--- src/rtl/spi_slv.sv ---
`timescale 1ns/1ps
// -----------------------------------------------------------------------------
// spi_slv
//
// SPI mode-0 slave bridging a host SPI link onto a 32-bit single-beat register
// bus. The SPI pins are oversampled in the clk domain. Every frame has the same
// fixed layout of 88 sck bits:
//
//   bits  1..8   instruction (0x00 write, 0x01 read, anything else invalid)
//   bits  9..40  address, MSB first
//   read : 41..48 dummy, 49..80 read data out on miso, 81..88 status out
//   write: 41..72 write data in, 73..80 dummy, 81..88 status out
//
// Status byte: [0] ack seen before freeze, [1] bus_err with that ack,
//              [2] invalid instruction, [7:3] zero.
//
// Ports
//   clk, rst_n            system clock, asynchronous active-low reset
//   sck, ss_n, mosi       SPI pins (asynchronous to clk)
//   miso                  SPI slave output, changes after sck falling edges
//   bus_addr, bus_wdata   access address / write data (held after latching)
//   bus_wr, bus_rd        one-clk access strobes, at most one per frame
//   bus_rdata, bus_err    read data / error, valid with bus_ack
//   bus_ack               one-clk access completion
// -----------------------------------------------------------------------------
module spi_slv #(
    parameter int SYNC_STAGES = 2
) (
    input  logic        clk,
    input  logic        rst_n,
    input  logic        sck,
    input  logic        ss_n,
    input  logic        mosi,
    output logic        miso,
    output logic [31:0] bus_addr,
    output logic [31:0] bus_wdata,
    output logic        bus_wr,
    output logic        bus_rd,
    input  logic [31:0] bus_rdata,
    input  logic        bus_ack,
    input  logic        bus_err
);

    typedef enum logic [2:0] {
        ST_IDLE,
        ST_INSTR,
        ST_ADDR,
        ST_READ,
        ST_WRITE,
        ST_INVALID,
        ST_DONE
    } state_t;

    // Frame bit numbers that trigger actions.
    localparam logic [6:0] BIT_INSTR  = 7'd8;
    localparam logic [6:0] BIT_ADDR   = 7'd40;
    localparam logic [6:0] BIT_RDFRZ  = 7'd48;
    localparam logic [6:0] BIT_WDATA  = 7'd72;
    localparam logic [6:0] BIT_STAT   = 7'd80;
    localparam logic [6:0] BIT_LAST   = 7'd88;
    localparam logic [6:0] BIT_SAT    = 7'd127;

    // -------------------------------------------------------------------------
    // Pin synchroniser chains
    // -------------------------------------------------------------------------
    logic [SYNC_STAGES-1:0] sck_sync;
    logic [SYNC_STAGES-1:0] ss_n_sync;
    logic [SYNC_STAGES-1:0] mosi_sync;

    always_ff @(posedge clk or negedge rst_n) begin
        if (!rst_n) begin
            sck_sync  <= '0;
            ss_n_sync <= '1;
            mosi_sync <= '0;
        end else begin
            sck_sync  <= {sck_sync[SYNC_STAGES-2:0],  sck};
            ss_n_sync <= {ss_n_sync[SYNC_STAGES-2:0], ss_n};
            mosi_sync <= {mosi_sync[SYNC_STAGES-2:0], mosi};
        end
    end

    logic sck_p0;
    logic ss_n_p0;
    logic mosi_p0;

    assign sck_p0  = sck_sync[SYNC_STAGES-1];
    assign ss_n_p0 = ss_n_sync[SYNC_STAGES-1];
    assign mosi_p0 = mosi_sync[SYNC_STAGES-1];

    // -------------------------------------------------------------------------
    // Edge detection: _p1 is the synchronised level one clk later
    // -------------------------------------------------------------------------
    logic sck_p1;
    logic ss_n_p1;

    always_ff @(posedge clk or negedge rst_n) begin
        if (!rst_n) begin
            sck_p1  <= 1'b0;
            ss_n_p1 <= 1'b1;
        end else begin
            sck_p1  <= sck_p0;
            ss_n_p1 <= ss_n_p0;
        end
    end

    logic sck_rise;
    logic sck_fall;
    logic ss_fall;

    assign sck_rise = sck_p0 & ~sck_p1;
    assign sck_fall = ~sck_p0 & sck_p1;
    assign ss_fall  = ~ss_n_p0 & ss_n_p1;

    // -------------------------------------------------------------------------
    // Frame state and datapath
    // -------------------------------------------------------------------------
    state_t      state;
    state_t      state_nxt;
    logic [6:0]  bit_cnt;      // sck rising edges seen in this frame
    logic [6:0]  bit_nxt;      // number of the bit being sampled right now
    logic        is_rd;
    logic        is_wr;
    logic        ack_flag;
    logic        err_flag;
    logic        frozen;       // status captured; later acks are ignored
    logic        acc_busy;     // strobe issued, waiting for its ack
    logic [31:0] rx_shift;
    logic [31:0] rx_nxt;
    logic [31:0] tx_shift;
    logic [31:0] tx_nxt;
    logic [31:0] rdata_cap;
    logic [7:0]  status_byte;
    logic        miso_nxt;
    logic        rd_issue;
    logic        wr_issue;
    logic        frame_on;
    logic        frame_start;
    logic        rise_ev;
    logic        fall_ev;
    logic        freeze_ev;
    logic        ack_take;

    assign frame_start = (state == ST_IDLE) & ss_fall;
    assign frame_on    = (state != ST_IDLE) & ~ss_n_p0;
    assign rise_ev     = frame_on & sck_rise;
    assign fall_ev     = frame_on & sck_fall;
    assign bit_nxt     = bit_cnt + 7'd1;
    assign rx_nxt      = {rx_shift[30:0], mosi_p0};
    assign status_byte = {5'b00000, ~is_rd & ~is_wr, err_flag, ack_flag};

    // Freeze happens on the falling edge that starts the data-out window for
    // reads and the status window for writes. An ack landing in that same clk
    // is rejected so the frozen flags and the shifted-out data always agree.
    assign freeze_ev = fall_ev & ~frozen &
                       ((is_rd & (bit_cnt == BIT_RDFRZ)) |
                        (~is_rd & (bit_cnt == BIT_STAT)));
    assign ack_take  = bus_ack & acc_busy & frame_on & ~frozen & ~freeze_ev;

    // Next-state logic; strobes are decided here so that they are issued on
    // the clk edge that consumes the sck rising-edge event.
    always_comb begin
        state_nxt = state;
        rd_issue  = 1'b0;
        wr_issue  = 1'b0;
        if ((state != ST_IDLE) && ss_n_p0) begin
            state_nxt = ST_IDLE;
        end else begin
            case (state)
                ST_IDLE: begin
                    if (ss_fall) state_nxt = ST_INSTR;
                end
                ST_INSTR: begin
                    if (sck_rise && (bit_nxt == BIT_INSTR)) state_nxt = ST_ADDR;
                end
                ST_ADDR: begin
                    if (sck_rise && (bit_nxt == BIT_ADDR)) begin
                        if (is_rd) begin
                            state_nxt = ST_READ;
                            rd_issue  = 1'b1;
                        end else if (is_wr) begin
                            state_nxt = ST_WRITE;
                        end else begin
                            state_nxt = ST_INVALID;
                        end
                    end
                end
                ST_READ, ST_INVALID: begin
                    if (sck_rise && (bit_nxt == BIT_LAST)) state_nxt = ST_DONE;
                end
                ST_WRITE: begin
                    if (sck_rise && (bit_nxt == BIT_WDATA)) wr_issue = 1'b1;
                    if (sck_rise && (bit_nxt == BIT_LAST)) state_nxt = ST_DONE;
                end
                ST_DONE: begin
                    state_nxt = ST_DONE;
                end
                default: begin
                    state_nxt = ST_IDLE;
                end
            endcase
        end
    end

    // miso source selection, evaluated for the falling edge after bit_cnt bits.
    always_comb begin
        tx_nxt   = {tx_shift[30:0], 1'b0};
        miso_nxt = 1'b0;
        if (is_rd && (bit_cnt == BIT_RDFRZ)) begin
            tx_nxt   = ack_flag ? rdata_cap : 32'h0;
            miso_nxt = tx_nxt[31];
        end else if (is_rd && (bit_cnt > BIT_RDFRZ) && (bit_cnt < BIT_STAT)) begin
            miso_nxt = tx_shift[30];
        end else if (bit_cnt == BIT_STAT) begin
            tx_nxt   = {status_byte, 24'h0};
            miso_nxt = status_byte[7];
        end else if ((bit_cnt > BIT_STAT) && (bit_cnt < BIT_LAST)) begin
            miso_nxt = tx_shift[30];
        end
    end

    always_ff @(posedge clk or negedge rst_n) begin
        if (!rst_n) begin
            state     <= ST_IDLE;
            bit_cnt   <= '0;
            is_rd     <= 1'b0;
            is_wr     <= 1'b0;
            ack_flag  <= 1'b0;
            err_flag  <= 1'b0;
            frozen    <= 1'b0;
            acc_busy  <= 1'b0;
            miso      <= 1'b0;
            bus_rd    <= 1'b0;
            bus_wr    <= 1'b0;
            bus_addr  <= '0;
            bus_wdata <= '0;
        end else begin
            state  <= state_nxt;
            bus_rd <= rd_issue;
            bus_wr <= wr_issue;
            if (frame_start) begin
                bit_cnt  <= '0;
                is_rd    <= 1'b0;
                is_wr    <= 1'b0;
                ack_flag <= 1'b0;
                err_flag <= 1'b0;
                frozen   <= 1'b0;
                acc_busy <= 1'b0;
                miso     <= 1'b0;
            end else if (!frame_on) begin
                // Deselected or aborted: drop any outstanding access.
                acc_busy <= 1'b0;
                miso     <= 1'b0;
            end else begin
                if (sck_rise) begin
                    if (bit_cnt != BIT_SAT) bit_cnt <= bit_nxt;
                    if (bit_nxt == BIT_INSTR) begin
                        is_wr <= (rx_nxt[7:0] == 8'h00);
                        is_rd <= (rx_nxt[7:0] == 8'h01);
                    end
                    if (bit_nxt == BIT_ADDR) bus_addr <= rx_nxt;
                end
                if (wr_issue) bus_wdata <= rx_nxt;
                if (rd_issue || wr_issue) begin
                    acc_busy <= 1'b1;
                end else if (ack_take) begin
                    acc_busy <= 1'b0;
                    ack_flag <= 1'b1;
                    err_flag <= bus_err;
                end
                if (freeze_ev) frozen <= 1'b1;
                if (sck_fall) miso <= miso_nxt;
            end
        end
    end

    // Data shifters and read capture; cleared or loaded before every use.
    always_ff @(posedge clk) begin
        if (frame_start) begin
            rx_shift <= '0;
        end else if (rise_ev) begin
            rx_shift <= rx_nxt;
        end
        if (fall_ev) tx_shift <= tx_nxt;
        if (ack_take) rdata_cap <= bus_rdata;
    end

endmodule

--- config.mk ---
export PLATFORM = sky130hd
export DESIGN_NAME = spi_slv
export DESIGN_NICKNAME = d
export VERILOG_FILES = /design/src/rtl/spi_slv.sv
export SDC_FILE = /design/constraint.sdc
export NUM_CORES = 1
export LEC_CHECK = 0
export CORE_MARGIN = 2
export CORE_UTILIZATION = 43
export CTS_CLUSTER_DIAMETER = 200
export DETAILED_ROUTE_END_ITERATION = 7
export PLACE_DENSITY_LB_ADDON = 0.25
export SYNTH_ARGS = -nofsm -noshare
export SYNTH_HDL_FRONTEND = slang
export SYNTH_SLANG_ARGS = --single-unit
--- constraint.sdc ---
create_clock -name clk -period 5.15 [get_ports clk]
set_clock_uncertainty 0.1 [all_clocks]
set_input_delay 1.03 -clock clk [delete_from_list [all_inputs] [get_ports clk]]
set_output_delay 1.03 -clock clk [all_outputs]
set_load 0.01 [all_outputs]
==> impl_metrics.ini, run 1 <==
[drt]
first_iter_violations = 240
drt.antenna.violating_nets = 0
vias = 4583
drc = 0
wl_per_cell_um = 15.7
dr.pass1.iters = 4
vias_per_cell = 5.16
wl_mm = 13.9

[worst_hold_path]
worstHoldPathType = reg -> reg

[synth]
yosys-top-cells-area = dfrtp_1, edfxtp_1, mux2_4, dfxtp_1, nand2_1
synthFlopType = dfrtp_1
synthCells = 554
synth_area_sq_mm = 0.00753
synthAdderAreaFrac_pct = 0.498
yosysTopAreaCellShare_pct = 29.2
yosysWarnings = 0
synthTopCellsByCount = dfrtp_1, nand2_1, edfxtp_1, mux2_4, a21oi_1
synth_top_family_by_area = multiplexers
async_reset_ff_share_pct = 49.2
synth.distinct_cells = 56
ys_seq_area_share_pct = 63.6
synth_compound_gate_area_share_pct = 9.42
synthXorXnorAreaFrac_pct = 0.465
synth_top_area_cell = dfrtp_1
ys_ff_latch = 185
yosys.cell_count.top_type = dfrtp_1
muxShareOfSynthArea_pct = 13.3
synth.avg_cell_area_sq_um = 13.6
synthesis.nets = 596
synthSimpleGateAreaFrac_pct = 9.07
synth_edf_count = 63

[pwr]
swShare_pct = 23.8
comb_power_share_pct = 6.7
internal_power_w = 0.00230
peakVddDrop_uv = 256
fin_total_pwr_w = 0.00302
powerDensity_mw_per_mm2 = 327
leakage_nw = 3.72
power_frac_clock_pct = 40.2
power.net_switching_w = 0.000720
seq_power_share_pct = 53.1

[final_layout]
final_layout_size_suffix_gt1_share_pct = 17.9
area_delta_synth_final_pct = 22.8
n_antenna_cell = 0
layout.nets = 692
fillCellCount = 1428
design_area_sq_mm = 0.00925

[global_routing]
grt_usage_pct = 16.1
antenna_found_initial = 0
grt_max_degree = 48
grt-ovfl-total = 0
grt_pass1_vias = 4451
grt_pass1_wl_mm = 23.0

[setup_path]
cp_slowest_stage_delay_ns = 1.04
path_delay_family = simple AND/OR/NAND/NOR gates
crit_buf_inv = 0
start_kind = flop
worst-path-max-fanout = 33
endpoint_kind = flop
crit_chain = ha_1, or3b_1, o31a_2, a2bb2oi_2, nor4_4, and4_2, mux2_2
critical_path_required_ns = 5.36
crit_type = reg -> reg
crit_slowest_cell = and4_2
arrival_ns = 3.67

[floorplanning]
core_sq_mm = 0.0172
initial_core_util_pct = 43.7
io_pins = 106
die_area_sq_mm = 0.0186
die_y_um = 136
rows = 48
die_w_um = 136

[clocking]
tritoncts = done
worstSkewPairLatency_ns = 0.43
cts-root-buf = clkbuf_16
htree_levels = 4
cts-resized-gates = 0
cts_buffer_depth = 2
post_cts_buffers = 0
cts.sinks = 185
clk_pin_slew_worst_paths_ns = 0.06
numCtsBuffers = 17
hold_buffers = 0

[timing]
min_period_ns = 3.46
fmax_ghz = 0.289
rsz0062_at_grt = false
tns_ns = 0
finalHoldViolCount = 0
hold_ws_ns = 0.255
slew-limit-headroom_pct = 20.4
fin_crit_sh_pct = 67.2
setup_violations = 0
final_max_slew_viol_count = 0
tightest_slew_ns = 1.19
setup_ws_ns = 1.69

[run_status]
status = complete, no violations

[flow_run]
cap_violations = 0

[placement]
dp_slack_ns = 1.67
dpl_cell_area_sq_mm = 0.00869
io_buffers = 105
gp_congestion = 0.861
dp_hpwl_mm = 8.98
-- metal layers --
| metal | vias to the layer above | wire length, um | track usage, % |
|---|---|---|---|
| met5 | - | 0 | 0 |
| met4 | 0 | 188 | 5.73 |
| li1 | 2182 | - | - |
| met3 | 17 | 653 | 4.29 |
| met2 | 133 | 6650 | 25.2 |
| met1 | 2251 | 6450 | 21.6 |
-- cells in the final DEF (no fill, tap or decap), types with 11 or more instances in the layout --
cell,count
nand2_1,81
dfxtp_1,31
clkbuf_16,18
clkdlybuf4s50_1,104
a22o_1,28
dfrtp_1,88
mux2_4,59
nor2_1,18
o21ai_0,11
a21oi_1,44
edfxtp_1,63
-- flip-flops by register name (all words and copies together), names as in the netlist, 2 cells and up --
name,flops
tx_shift,31
rdata_cap,32
bit_cnt,7
state,3
ss_n_sync,2
bus_wdata,32
rx_shift,31
bus_addr,32
mosi_sync,2
sck_sync,2
-- worst register-to-register path, cell delays in order, from the launching register on --
cell and delay, ns:
dfrtp_1 0.46, ha_1 0.31, or3b_1 0.39, o31a_2 0.13, a2bb2oi_2 0.17, nor4_4 0.28, and4_2 1.04, mux2_2 0.47
-- cell type report --
type	count	area, sq um	share of cell area, %
repair buffers	112	1100	11.9
well taps	225	282	3.04
multi-input cells	325	2480	26.8
clock inverters	12	91.3	0.987
flip-flops and latches	185	4790	51.8
clock buffers	20	468	5.06
inverters	9	33.8	0.365
-- metrics by stage --
step	utilization, %	std cells
after global routing	53.7	888
after global placement	50.4	856
after detailed placement	50.4	856
after floorplan	-	554
final	53.7	888
after CTS	53.7	888
-- power by group through the flow --
| stage | combinational, W | clock, W | sequential [W] |
|---|---|---|---|
| 6_report | 0.000203 | 0.00121 | 0.00160 |
| 2_1_floorplan | 0.000147 | 0 | 0.00161 |
| 4_1_cts | 0.000205 | 0.00125 | 0.00160 |
| 3_5_place_dp | 0.000204 | 0 | 0.00163 |
| 5_1_grt | 0.000230 | 0.00132 | 0.00161 |
| 3_3_place_gp | 0.000200 | 0 | 0.00163 |
-- worst paths after layout --
path / endpoint / from / cells after the start / slack, ns
setup / recovery: bus_wdata[19] / bit_cnt[0] / 7 / 1.69
hold / removal: sck_sync[1] / sck_sync[0] / 0 / 0.25
setup reg to reg: bus_wdata[19] / bit_cnt[0] / 7 / 1.69
hold reg to reg: sck_sync[1] / sck_sync[0] / 0 / 0.25
max in group asynchronous: bus_wdata[28] / rst_n / 2 / 3.49
min in group asynchronous: bus_addr[3] / rst_n / 1 / 0.49
-- cell families after synthesis --
logic type               after synthesis
XOR/XNOR                               4
AND/OR/NAND/NOR                      143
buffers and inverters                 44
adder cells (fa/ha/maj)                3
AO/OA/AOI/OAI                        105
multiplexers                          70
flip-flops                           185
Note: power is estimated with default switching activity, not from simulation.
==> inputs of run 2 (changes only) <==
==> constraint.sdc (replaced) <==
create_clock -name clk -period 3.1 [get_ports clk]
set_clock_uncertainty 0.1 [all_clocks]
set_input_delay 0.62 -clock clk [delete_from_list [all_inputs] [get_ports clk]]
set_output_delay 0.62 -clock clk [all_outputs]
set_load 0.01 [all_outputs]
==> run 2 against run 1 <==
  * Sequential power increased by 66%
  * Clock power is 75% higher
  * Wire length up 3.2%
  * Global-route usage increased by 0.36 points
  * Worst setup slack got worse by 1.5 ns
  * Via count grew 0.63%
  * Utilization up 0.73 points
  * Critical endpoint is now bus_wdata[21]
  * Largest power group unchanged
==> impl_metrics.ini, run 2 (synthesized netlist as in run 1, its figures left out) <==
[setup_path]
crit_buf_inv = 1
endpoint_kind = flop
crit_type = reg -> reg
arrival_ns = 3.10
crit_slowest_cell = dfrtp_1
path_delay_family = simple AND/OR/NAND/NOR gates
cp_slowest_stage_delay_ns = 0.46
worst-path-max-fanout = 33
start_kind = flop
critical_path_required_ns = 3.31
crit_chain = ha_1, or3b_1, o31a_2, a2bb2oi_2, nor4_4, and4_2, buf_12, mux2_2

[global_routing]
grt-ovfl-total = 0
grt_pass1_wl_mm = 23.8
grt_pass1_vias = 4657
grt_max_degree = 47
antenna_found_initial = 0
grt_usage_pct = 16.4

[clocking]
post_cts_buffers = 0
cts.sinks = 185
cts-resized-gates = 0
worstSkewPairLatency_ns = 0.42
cts_buffer_depth = 2
numCtsBuffers = 17
tritoncts = done
clk_pin_slew_worst_paths_ns = 0.07
cts-root-buf = clkbuf_16
hold_buffers = 0
htree_levels = 4

[final_layout]
finalNonFillerCells = 896
final_layout_size_suffix_gt1_share_pct = 18.9
layout.nets = 700
finish.utilization_pct = 54.4
final_cell_mix = clkdlybuf4s50_1, dfrtp_1, nand2_1, edfxtp_1, mux2_4
n_antenna_cell = 0
largestRegisters = bus_addr x32, bus_wdata x32, rdata_cap x32
area_delta_synth_final_pct = 24.5
layout_commonest_cell = clkdlybuf4s50_1
fillCellCount = 1434
seqCellArea_sq_mm = 0.00479
design_area_sq_mm = 0.00938
multi_input_area_sq_mm = 0.00249

[pwr]
powerDensity_mw_per_mm2 = 548
seq_power_share_pct = 51.8
comb_power_share_pct = 6.9
power.net_switching_w = 0.00121
peakVddDrop_uv = 407
power_frac_clock_pct = 41.3
leakage_nw = 3.79
internal_power_w = 0.00393
swShare_pct = 23.5

[drt]
vias_per_cell = 5.15
wirelength_met1_mm = 6.75
wl_met2_mm = 6.88
wl_mm = 14.4
vias = 4612
dr.pass1.iters = 4
dr_wl_met3_um = 589
drt.antenna.violating_nets = 0
drc = 0
top_layer = met4
wl_per_cell_um = 16.0
first_iter_violations = 309

[floorplanning]
rows = 48
initial_core_util_pct = 43.7
die_y_um = 136
die_area_sq_mm = 0.0186
io_pins = 106
die_w_um = 136
core_sq_mm = 0.0172

[flow_run]
cap_violations = 0

[timing]
setup_violations = 0
rsz0062_at_grt = false
min_period_ns = 2.89
fmax_ghz = 0.346
setup_ws_ns = 0.209
final_max_slew_viol_count = 0
fin_crit_sh_pct = 93.3
tns_ns = 0
tightest_slew_ns = 0.592
slew-limit-headroom_pct = 60.5
finalHoldViolCount = 0

[placement]
dp_hpwl_mm = 9.33
io_buffers = 105
place_inst = 864
dpl_cell_area_sq_mm = 0.00880
gp_congestion = 0.870
dp_slack_ns = 0.223

[worst_hold_path]
worstHoldPathType = in -> async

[run_status]
status = complete, no violations
[run 2: layer usage]
| layer | GRT usage, % | vias to the layer above |
|---|---|---|
| met1 | 22.1 | 2275 |
| met4 | 5.61 | 0 |
| met3 | 3.39 | 13 |
| met2 | 26.6 | 127 |
| li1 | - | 2197 |
| met5 | 0 | - |
[run 2: worst register-to-register path, delay by kind of cell (launching register included)]
kind            cells  cell delay, ns
mux                 1            0.40
buf+inv             1            0.26
simple gates        3            0.96
fa+ha+maj           1            0.30
compound gates      2            0.30
flops               1            0.46
[run 2: final cells by class]
type / count / area share, %
timing repair buffer: 120 / 12.8
tap: 225 / 3.00
clock buffer: 22 / 5.10
sequential: 185 / 51.1
clock inverter: 10 / 1.11
inverter: 9 / 0.360
multi-input combinational: 325 / 26.5
[run 2: final timing paths]
path	end	slack [ns]	startpoint	depth (start not counted)
setup / recovery	bus_wdata[21]	0.21	bit_cnt[0]	8
hold / removal	bus_wdata[5]	0.11	rst_n	1
setup reg to reg	bus_wdata[21]	0.21	bit_cnt[0]	8
hold reg to reg	sck_sync[1]	0.25	sck_sync[0]	0
max in group asynchronous	bus_wdata[27]	2.15	rst_n	2
min in group clk	sck_sync[1]	0.25	sck_sync[0]	0
[run 2: power by group through the flow]
stage          clock network (W)  registers (W)  logic (W)
2_1_floorplan                  0        0.00267   0.000246
6_report                 0.00212        0.00266   0.000357
3_5_place_dp                   0        0.00271   0.000360
4_1_cts                  0.00217        0.00266   0.000362
3_3_place_gp                   0        0.00271   0.000347
5_1_grt                  0.00227        0.00268   0.000399
[run 2: per-stage QoR]
stage                     power [W]  hold slack, ns
final                       0.00514           0.107
after global routing        0.00534           0.153
after CTS                   0.00520           0.122
after detailed placement    0.00307           0.235
after global placement      0.00306           0.239
after floorplan             0.00292           0.224
